===== src/rtl/sdiv_pkg.sv =====
// Shared definitions for the iterative signed-division sequencer.
// Holds the FSM state encoding and the default operand sizing.
package sdiv_pkg;

  localparam int SDIV_DATA_W = 8;
  localparam int SDIV_CNT_W  = 4;

  localparam logic [SDIV_DATA_W-1:0] MIN_VAL = SDIV_DATA_W'(1 << (SDIV_DATA_W - 1));

  typedef enum logic [1:0] {
    S_IDLE = 2'd0,
    S_PREP = 2'd1,
    S_ITER = 2'd2,
    S_FIX  = 2'd3
  } state_t;

endpackage


===== src/rtl/sdiv_step.sv =====
// One restoring-division iteration: shift in the next dividend bit, trial
// subtract the divisor magnitude, keep the difference only if non-negative.
module sdiv_step
  import sdiv_pkg::*;
#(
  parameter int DATA_W = SDIV_DATA_W
) (
  input  logic [DATA_W-1:0] i_rem,
  input  logic              i_msb,
  input  logic [DATA_W-1:0] i_dmag,
  output logic [DATA_W-1:0] o_rem,
  output logic              o_qbit
);

  logic [DATA_W:0] w_shift;
  logic [DATA_W:0] w_diff;

  assign w_shift = {i_rem, i_msb};
  assign w_diff  = w_shift - {1'b0, i_dmag};
  assign o_qbit  = (w_shift >= {1'b0, i_dmag});
  // The kept value is always below the divisor magnitude, so it fits DATA_W bits.
  assign o_rem   = DATA_W'(o_qbit ? w_diff : w_shift);

endmodule


===== src/rtl/sdiv_ctrl.sv =====
// Non-pipelined signed-division sequencer: IDLE -> PREP -> ITER -> FIX -> IDLE.
// Works on magnitudes, then restores signs so quotient truncates toward zero.
//   state | meaning
//   IDLE  | waiting for start, results held
//   PREP  | take magnitudes and signs, arm counter
//   ITER  | DATA_W restoring steps
//   FIX   | apply signs and special cases, pulse done
module sdiv_ctrl
  import sdiv_pkg::*;
#(
  parameter int DATA_W = SDIV_DATA_W,
  parameter int CNT_W  = SDIV_CNT_W
) (
  input  logic              clk,
  input  logic              rst,
  input  logic              start,
  input  logic [DATA_W-1:0] dividend,
  input  logic [DATA_W-1:0] divisor,
  output logic              busy,
  output logic              done,
  output logic [DATA_W-1:0] quotient,
  output logic [DATA_W-1:0] remainder,
  output logic              div_zero,
  output logic              overflow
);

  localparam logic [CNT_W-1:0]  CNT_LAST = CNT_W'(DATA_W - 1);
  localparam logic [DATA_W-1:0] MIN_W    = {1'b1, {(DATA_W-1){1'b0}}};

  state_t            r_state, w_next;
  logic [DATA_W-1:0] r_dvd, r_dvs, r_q, r_rem, r_dmag;
  logic [CNT_W-1:0]  r_cnt;
  logic              r_sign_q, r_sign_r, r_zero;
  logic              r_busy, r_done, r_dz, r_ovf;
  logic [DATA_W-1:0] r_quot, r_remo;
  logic [DATA_W-1:0] w_dvd_mag, w_dvs_mag, w_rem_next;
  logic              w_qbit;

  assign w_dvd_mag = r_dvd[DATA_W-1] ? -r_dvd : r_dvd;
  assign w_dvs_mag = r_dvs[DATA_W-1] ? -r_dvs : r_dvs;

  sdiv_step #(.DATA_W(DATA_W)) u_step (
    .i_rem  (r_rem),
    .i_msb  (r_q[DATA_W-1]),
    .i_dmag (r_dmag),
    .o_rem  (w_rem_next),
    .o_qbit (w_qbit)
  );

  always_ff @(posedge clk or posedge rst) begin
    if (rst) r_state <= S_IDLE;
    else     r_state <= w_next;
  end

  always_comb begin
    w_next = r_state;
    case (r_state)
      S_IDLE:  if (start) w_next = S_PREP;
      S_PREP:  w_next = (r_dvs == '0) ? S_FIX : S_ITER;
      S_ITER:  if (r_cnt == '0) w_next = S_FIX;
      S_FIX:   w_next = S_IDLE;
      default: w_next = S_IDLE;
    endcase
  end

  always_ff @(posedge clk or posedge rst) begin
    if (rst) begin
      r_dvd    <= '0;
      r_dvs    <= '0;
      r_q      <= '0;
      r_rem    <= '0;
      r_dmag   <= '0;
      r_cnt    <= '0;
      r_sign_q <= 1'b0;
      r_sign_r <= 1'b0;
      r_zero   <= 1'b0;
      r_busy   <= 1'b0;
      r_done   <= 1'b0;
      r_dz     <= 1'b0;
      r_ovf    <= 1'b0;
      r_quot   <= '0;
      r_remo   <= '0;
    end else begin
      r_done <= 1'b0;
      case (r_state)
        S_IDLE: begin
          if (start) begin
            r_dvd  <= dividend;
            r_dvs  <= divisor;
            r_busy <= 1'b1;
          end
        end
        S_PREP: begin
          r_sign_q <= r_dvd[DATA_W-1] ^ r_dvs[DATA_W-1];
          r_sign_r <= r_dvd[DATA_W-1];
          r_q      <= w_dvd_mag;
          r_dmag   <= w_dvs_mag;
          r_rem    <= '0;
          r_cnt    <= CNT_LAST;
          r_zero   <= (r_dvs == '0);
        end
        S_ITER: begin
          r_q   <= {r_q[DATA_W-2:0], w_qbit};
          r_rem <= w_rem_next;
          r_cnt <= r_cnt - 1'b1;
        end
        S_FIX: begin
          r_busy <= 1'b0;
          r_done <= 1'b1;
          r_dz   <= r_zero;
          // MIN / -1 needs no special arithmetic: the magnitude wraps back to MIN.
          r_ovf  <= !r_zero && (r_dvd == MIN_W) && (r_dvs == '1);
          if (r_zero) begin
            r_quot <= '1;
            r_remo <= r_dvd;
          end else begin
            r_quot <= r_sign_q ? -r_q : r_q;
            r_remo <= r_sign_r ? -r_rem : r_rem;
          end
        end
        default: ;
      endcase
    end
  end

  assign busy      = r_busy;
  assign done      = r_done;
  assign quotient  = r_quot;
  assign remainder = r_remo;
  assign div_zero  = r_dz;
  assign overflow  = r_ovf;

endmodule


===== config.mk =====
export PLATFORM = sky130hd
export DESIGN_NAME = sdiv_ctrl
export DESIGN_NICKNAME = d
export VERILOG_FILES = /design/src/rtl/sdiv_pkg.sv /design/src/rtl/sdiv_step.sv /design/src/rtl/sdiv_ctrl.sv
export SDC_FILE = /design/constraint.sdc
export NUM_CORES = 1
export LEC_CHECK = 0
export CAP_MARGIN = 25
export CORE_UTILIZATION = 45
export CTS_CLUSTER_SIZE = 8
export DETAILED_ROUTE_END_ITERATION = 10
export PLACE_DENSITY = 0.78
export SYNTH_ARGS = -nofsm -noshare
export SYNTH_HDL_FRONTEND = slang
export SYNTH_SLANG_ARGS = --single-unit
export TNS_END_PERCENT = 30

===== constraint.sdc =====
create_clock -name clk -period 2.64 [get_ports clk]
set_clock_uncertainty 0.15 [all_clocks]
set_input_delay 0.66 -clock clk [delete_from_list [all_inputs] [get_ports clk]]
set_output_delay 0.66 -clock clk [all_outputs]
set_load 0.01 [all_outputs]

== Word-level counts from Yosys, hierarchy flattened ==
Cells that the tools add are included.

* Output and inout port bits: 20
* Input bits: 19
* Logic and storage cells: 59
* Register bits after elaboration: 69

* Magnitude comparators: 1
* Eq/ne operators: 7
* Bitwise logic cells: 1
* Multiplexer cells: 17
* Reductions and logical operators: 11
* Add/sub/neg operators: 6

{| class="wikitable"
|+ Operators by type and width
! kind !! number
|-
| $mux 8 || 7
|-
| $neg 8->8 || 4
|-
| $pmux 8 s2 || 2
|-
| $eq 8x8->1 const B || 2
|-
| $ge 9x8->1 || 1
|-
| $logic_not 8->1 || 1
|-
| $pmux 2 s4 || 1
|-
| $pmux 4 s2 || 1
|-
| $sub 8x8->8 || 1
|-
| $reduce_and 2->1 || 3
|-
| $eq 2x2->1 const B || 2
|-
| $logic_not 4->1 || 1
|-
| $mux 2 || 2
|-
| $ne 2x2->1 const B || 2
|-
| $reduce_bool 2->1 || 2
|-
| $sub 4x1->4 const B || 1
|-
| $mux 1 || 3
|-
| $eq 2x1->1 const B || 1
|-
| $logic_and 1x1->1 || 2
|-
| $logic_not 2->1 || 1
|-
| $pmux 1 s2 || 1
|-
| $logic_not 1->1 || 1
|-
| $xor 1x1->1 || 1
|}

== Logic depth before layout (Yosys ltp) ==
Gate-level depths: netlist of the first run.

* Depth after elaboration: 3
* Gate-level depth with buffers: 9
* Gate-level depth less buffers: 9

== Cells and area by module ==
A second synthesis of the first run with hierarchy kept.

* Cell total of the unflattened synthesis: 415
* Area total of the unflattened synthesis: 3986.3 µm²

{| class="wikitable"
|+ Modules (own cells, without submodules)
! module !! times used !! cells an instance !! seq. area each (µm²) !! area an instance (µm²)
|-
| sdiv_ctrl || 1 || 346 || 1726.7 || 3465.8
|-
| sdiv_step || 1 || 69 || 0.0 || 520.5
|}

== Worst setup path before layout of the first run ==
OpenSTA, ideal clock, no wires.

* Kind: reg-to-reg
* Start: register r_rem[5]
* End: register r_rem[7]
* Slack: 0.400 ns
* Clock period less this slack: 2.240 ns
* Library setup time: 0.126 ns
* Data arrival time: 1.964 ns
* Data required time: 2.364 ns
* Cell stages (with the launch flop): 7
* Buffers on the path: 0
* Cells stage by stage: dfrtp_1 > ha_1 > a21oi_2 > nand2_1 > a211oi_2 > a2111oi_0 > a311o_1

* Cells in the longest elaborated chain, start to end: 3
* Elaborated cells on any way between the ends: 4
* Classes of those cells: add/sub (1); order compare (1); mux (2)

{| class="wikitable"
|+ RTL lines
! what !! RTL line !! text
|-
| start, declared || sdiv_ctrl.sv:31 || <nowiki>logic [DATA_W-1:0] r_dvd, r_dvs, r_q, r_rem, r_dmag;</nowiki>
|-
| start signal, assigned || sdiv_ctrl.sv:104 || <nowiki>r_rem <= w_rem_next;</nowiki>
|-
| $sub 8x8->8 or $ge 9x8->1 (tied branches) || sdiv_step.sv:19, sdiv_step.sv:20 ||
|-
| $mux 8 (*) || sdiv_step.sv:22 || <nowiki>assign o_rem = DATA_W'(o_qbit ? w_diff : w_shift);</nowiki>
|-
| $pmux 8 s2 (*) || sdiv_ctrl.sv:85 || <nowiki>case (r_state)</nowiki>
|}

Mark *: on every way between the ends. The rest lies on a longest branch, timed or not.
A chain may end at the register's enable or synchronous reset.

== Final worst setup path of the first run ==
* Start: register r_q[7]
* End: register r_rem[6]

* Cells in the longest elaborated chain, start to end: 3
* Elaborated cells on any way between the ends: 4
* Classes of those cells: add/sub (1); order compare (1); mux (2)

{| class="wikitable"
|+ RTL lines
! what !! RTL line !! text
|-
| start, declared || sdiv_ctrl.sv:31 ||
|-
| start signal, assigned || sdiv_ctrl.sv:96 || <nowiki>r_q <= w_dvd_mag;</nowiki>
|-
| start signal, assigned || sdiv_ctrl.sv:103 || <nowiki>r_q <= {r_q[DATA_W-2:0], w_qbit};</nowiki>
|-
| $sub 8x8->8 or $ge 9x8->1 (tied branches) || sdiv_step.sv:19, sdiv_step.sv:20 ||
|-
| $mux 8 (*) || sdiv_step.sv:22 ||
|-
| $pmux 8 s2 (*) || sdiv_ctrl.sv:85 ||
|}

Marked as above.

==> results of run 1 <==
metrics by stage:
step	std cells	setup slack [ns]	hold WS [ns]	power, mW
6_report	554	0.218	0.356	5.85
5_1_grt	554	0.0298	0.374	6.30
4_1_cts	554	0.240	0.355	5.85
3_5_place_dp	538	0.279	0.336	4.83
3_3_place_gp	538	0.330	0.330	4.72
2_1_floorplan	405	0.0901	0.313	3.97
logic make-up (layout without fill, tap and decap cells):
| kind of cell | after synthesis | after routing | share of synthesized area |
|---|---|---|---|
| AO/OA/AOI/OAI | 101 | 101 | 0.171 |
| flip-flops | 69 | 69 | 0.433 |
| adder cells (fa/ha/maj) | 19 | 19 | 0.0616 |
| AND/OR/NAND/NOR | 109 | 109 | 0.133 |
| buffers and inverters | 48 | 92 | 0.0496 |
| XOR/XNOR | 25 | 25 | 0.0550 |
| multiplexers | 34 | 34 | 0.0955 |
worst min-delay path by stage:
stage               depth (start not counted)          from           end
floorplan                                   1      r_cnt[0]      r_cnt[0]
global placement                            1  remainder[6]  remainder[6]
detailed placement                          1  remainder[6]  remainder[6]
CTS                                         1  remainder[6]  remainder[6]
global route                                1  remainder[5]  remainder[5]
finish                                      1  remainder[6]  remainder[6]
registers in the layout (all words and copies together), names as in the netlist:
| name | count |
|---|---|
| r_rem | 8 |
| r_dvd | 8 |
| r_state | 2 |
| overflow | 1 |
| r_sign_q | 1 |
| quotient | 8 |
| r_q | 8 |
| busy | 1 |
| r_dmag | 8 |
| r_dvs | 8 |
| div_zero | 1 |
| r_cnt | 4 |
| done | 1 |
| remainder | 8 |
| r_zero | 1 |
| r_sign_r | 1 |
layout make-up:
cell class,count,area share
clock inverter,5,0.0175
timing repair buffer,48,0.0967
clock buffer,11,0.0321
inverter,28,0.0223
sequential,69,0.366
tap,105,0.0279
multi-input combinational,288,0.437
Yosys cell counts, types with 5 or more instances:
cell,number,share of area
xnor2_1,11,0.024
xor2_1,14,0.031
mux2_2,28,0.079
nand4_1,5,0.0079
dfrtp_1,69,0.43
nor2b_1,11,0.017
o21ai_0,32,0.040
nor2_1,32,0.030
clkbuf_1,12,0.011
inv_1,28,0.026
a21oi_1,17,0.021
mux2i_1,5,0.013
ha_1,18,0.057
nand2_1,32,0.030
a31oi_1,9,0.014
o31ai_1,7,0.013
power by group through the flow:
stage / clock network (mW) / logic [mW] / registers [mW]
2_1_floorplan: 0 / 2.11 / 1.86
3_3_place_gp: 0 / 2.73 / 1.99
3_5_place_dp: 0 / 2.81 / 2.02
4_1_cts: 1.02 / 2.83 / 2.00
5_1_grt: 1.07 / 3.16 / 2.07
6_report: 1.01 / 2.83 / 2.01
routing by layer:
metal,global-route usage,up-vias,wire length (µm)
met5,0,-,0
met4,0.0821,0,158
met3,0.0403,15,497
met2,0.324,107,4070
met1,0.300,1533,4090
li1,-,1520,-
==> results.cfg, run 1 <==
[status]
status = completed

[drt]
wirelength_mm = 8.81
viasPerCell = 5.73
drtIter0Drc = 263
wl_per_cell_um = 15.9
drcViolationCount = 0
drtPass1Iterations = 5
via_count = 3175
ant_nets = 0

[yosys]
synth_fp_nets = 443
synth_area_um2 = 3980
syn_avg_cell_area_um2 = 9.84
ys_seq_area_frac = 0.433
ys.flop_type = dfrtp_1
ys_types = 59
ys.warnings.count = 0
ys_seq_elements = 69
synth-edff-count = 0
syn-instance-count = 405
async_flop_share = 1.00

[power_and_ir_drop]
p_leak_nw = 2.06
p_clk_frac = 0.173
switching_power_mw = 2.39
pwr-share-comb = 0.484
p_seq_frac = 0.344
p_sw_frac = 0.408
p_per_area_nw_per_um2 = 1240
vdd_drop_max_v = 0.000876
p_int_mw = 3.46

[setup_path]
cp.depth = 9
worstSetupPathType = flip-flop to flip-flop
slowest_delay_ns = 0.40
r2r_cells = 9
cp_top_family = compound AO/OA/AOI/OAI gates
r2r-end = r_rem[6]
worstPathCellList = inv_1 -> ha_1 -> inv_1 -> fa_1 -> a211o_1 -> a2111oi_0 -> nand4b_1 -> o21ai_0 -> o21ai_0
cp-end-kind = flip-flop
crit_buf_inv = 2
reg2reg_from = r_q[7]
path_max_fanout = 3
arrival_ns = 2.54
startpoint = r_q[7]
cpMaxStageDelayCell = dfrtp_1
start_kind = flip-flop
r2r_setup_slack_ns = 0.22
required_ns = 2.76
critPathCapture = r_rem[6]

[place]
place_congestion = 0.864
portBuffers = 38
hpwl_mm = 6.40
place_area_um2 = 4480

[cts]
cts-resized-gates = 0
cts-root-buf = clkbuf_8
cts.sinks = 69
hold_buffers = 0
cts_buffer_depth = 2
clock_latency_ns = 0.36
htree_levels = 3
numCtsBuffers = 9
cts.reportedPaths.clkPinSlew_ns = 0.08
cts_tree = yes
cts_setup_buffers = 0

[floorplanning]
start_util = 0.475
coreArea_um2 = 8380
row_count = 33
fp.dieW_um = 96.1
dieArea_um2 = 9230
ios = 39
die_h_um = 96.1

[layout]
stdcell_area_um2 = 4710
fin_nets = 482
fillers = 703
layout_common_cells = 69 x dfrtp_1, 38 x clkdlybuf4s50_1, 32 x nor2_1, 32 x o21ai_0, 32 x nand2_1
fin_util = 0.562
final_layout_size_suffix_gt1_frac = 0.143
syn2layout_area_growth_pct = 18.3
multi_input_area_um2 = 2060
final_common_cell = dfrtp_1
n_antenna_cell = 0
regArea_um2 = 1730

[sta]
fmax_ghz = 0.413
worstMarginPinSlew_ns = 0.576
finalMaxSlewViolations = 0
rsz0062_at_grt = false
setup_viol = 0
min_period_ns = 2.42
finalHoldViolCount = 0
fin_setup_tns_ns = 0
final.period_utilization = 0.917
max_slew_margin = 0.616

[job]
drv_cap = 0

[global_route]
track_usage = 0.213
grt_antenna_before_repair = 0
grt_pass1_vias = 3053
gr-total-overflow = 0
grt_pass1_wl_mm = 14.9
grt_max_degree = 44

[hold_path]
hold_class = flip-flop to flip-flop
Power figures use the tool's default switching activity.
==> inputs of run 2 (changes only) <==
ABC_AREA = 1   (was default)
SYNTH_HIERARCHICAL = 1   (was default)
==> results.cfg, run 2 <==
[sta]
worstMarginPinSlew_ns = 0.405
finalMaxSlewViolations = 0
fin_setup_tns_ns = 0
max_slew_margin = 0.730
rsz0062_at_grt = false
setup_viol = 0
finalHoldViolCount = 0
final.period_utilization = 0.795
min_period_ns = 2.10
fmax_ghz = 0.476

[yosys]
synth_fp_nets = 571
synthAdderAreaFrac = 0.0596
async_flop_share = 1.00
yosys-top-cells-count = 150 x nand2_1, 69 x dfrtp_1, 68 x inv_1, 51 x nand3_1, 41 x o21ai_0
synth_xor_area_frac = 0.0170
yosysTopAreaCell = dfrtp_1
synth_top_family_by_area = simple AND/OR/NAND/NOR gates
synth.mux.area_fraction = 0
ys_seq_elements = 69
synth_compound_area_frac = 0.110
ys.warnings.count = 6
synth_most_common_cell = nand2_1
ys_top_cells_by_area = dfrtp_1 42%, nand2_1 14%, nand3_1 6.2%, inv_1 6.2%, ha_1 5.5%
synth-simple-area-share = 0.303
ys.flop_type = dfrtp_1
ys_seq_area_frac = 0.420
synth_area_um2 = 4110
syn-instance-count = 533
ys_types = 37
syn_avg_cell_area_um2 = 7.71
synth_top_area_share = 0.420
synth-edff-count = 0

[global_route]
grt_pass1_vias = 3525
grt_antenna_before_repair = 0
grt_pass1_wl_mm = 16.0
grt_max_degree = 70
gr-total-overflow = 0
grtUsageMet3 = 0.0360
top_usage_layer = met2
track_usage = 0.207
use_met2 = 0.316
grt_use_met1 = 0.289

[power_and_ir_drop]
p_leak_nw = 2.36
p_int_mw = 3.43
vdd_drop_max_v = 0.000557
switching_power_mw = 2.99
p_clk_frac = 0.153
p_sw_frac = 0.466
p_seq_frac = 0.295
pwr-share-comb = 0.552
p_total_mw = 6.42
p_per_area_nw_per_um2 = 1330

[setup_path]
cp_top_family = buffers and inverters
worstPathCellList = clkdlybuf4s50_1
arrival_ns = 1.29
cp-end-kind = output pin
slowest_delay_ns = 0.56
path_max_fanout = 2
crit_buf_inv = 1
required_ns = 1.83
cpMaxStageDelayCell = clkdlybuf4s50_1
worstSetupPathType = flip-flop to output pin
start_kind = flip-flop

[floorplanning]
ios = 39
dieArea_um2 = 9520
start_util = 0.469
row_count = 34
fp.dieW_um = 97.6
coreArea_um2 = 8760
die_h_um = 97.6

[place]
portBuffers = 38
hpwl_mm = 6.97
place_congestion = 0.895

[status]
status = completed

[cts]
htree_levels = 3
hold_buffers = 0
cts_tree = yes
cts_setup_buffers = 0
cts.reportedPaths.clkPinSlew_ns = 0.07
cts-root-buf = clkbuf_8
cts-resized-gates = 0
clock_latency_ns = 0.34
cts.sinks = 69
numCtsBuffers = 9
cts_buffer_depth = 2

[drt]
wirelength_mm = 9.25
ant_nets = 0
viasPerCell = 5.27
via_count = 3615
wl_per_cell_um = 13.5
drcViolationCount = 0
drtIter0Drc = 275
drtPass1Iterations = 5

[job]
drv_cap = 0

[layout]
final_layout_size_suffix_gt1_frac = 0.0986
layout_common_cells = 150 x nand2_1, 69 x dfrtp_1, 67 x inv_1
fillers = 819
n_antenna_cell = 0
final_common_cell = nand2_1
fin_nets = 611
syn2layout_area_growth_pct = 17.3

[hold_path]
hold_class = flip-flop to flip-flop
[run 2: final timing paths]
kind                         startpoint           end  slack (ns)  cells past startpoint
setup / recovery           remainder[1]  remainder[1]        0.54                      1
hold / removal                r_dmag[5]     r_dmag[5]        0.35                      2
setup reg to reg               r_rem[4]        r_q[0]        0.63                      9
hold reg to reg               r_dmag[5]     r_dmag[5]        0.35                      2
max in group asynchronous           rst      r_sign_q        1.47                      3
min in group asynchronous           rst      r_dvs[2]        0.53                      3
[run 2: final cells by class]
cell class                      count  area [µm²]  share of cell area
Timing Repair Buffer               42         423              0.0877
Inverter                           78         293              0.0607
Clock inverter                      5        82.6              0.0171
Tap cell                          108         135              0.0280
Multi-Input combinational cell    373        2010               0.417
Sequential cell                    69        1730               0.358
Clock buffer                       11         151              0.0314
[run 2: power by group through the flow]
stage / sequential, mW / clock (mW) / combinational [mW]
after global routing: 1.95 / 1.05 / 4.01
after floorplan: 1.82 / 0 / 2.68
final: 1.89 / 0.983 / 3.54
after detailed placement: 1.90 / 0 / 3.51
after global placement: 1.88 / 0 / 3.38
after CTS: 1.88 / 1.00 / 3.54
[run 2: worst min-delay path: cells and delay by family (launching register included)]
kind	cells	cell delay (ns)
AND/OR/NAND/NOR	2	0.11
flip-flops	1	0.35
[run 2: kinds of logic after synthesis]
logic type | after synthesis
compound gates | 78
xor+xnor | 8
fa+ha+maj | 19
buf+inv | 91
flops | 69
simple gates | 268
[run 2: metrics by stage]
step	cell area [µm²]	instances	hold slack, ns	utilization	setup slack, ns
6_report	4820	686	0.347	0.550	0.540
5_1_grt	4820	686	0.375	0.550	0.474
4_1_cts	4820	686	0.350	0.550	0.540
3_5_place_dp	4590	670	0.327	0.524	0.511
3_3_place_gp	4590	670	0.309	0.524	0.569
2_1_floorplan	4110	533	0.299	-	0.0901
[run 2: per-layer routing]
layer | vias to the layer above | routed length [µm]
met5 | - | 0
met4 | 0 | 232
met3 | 20 | 514
met2 | 127 | 4240
met1 | 1676 | 4270
li1 | 1792 | -
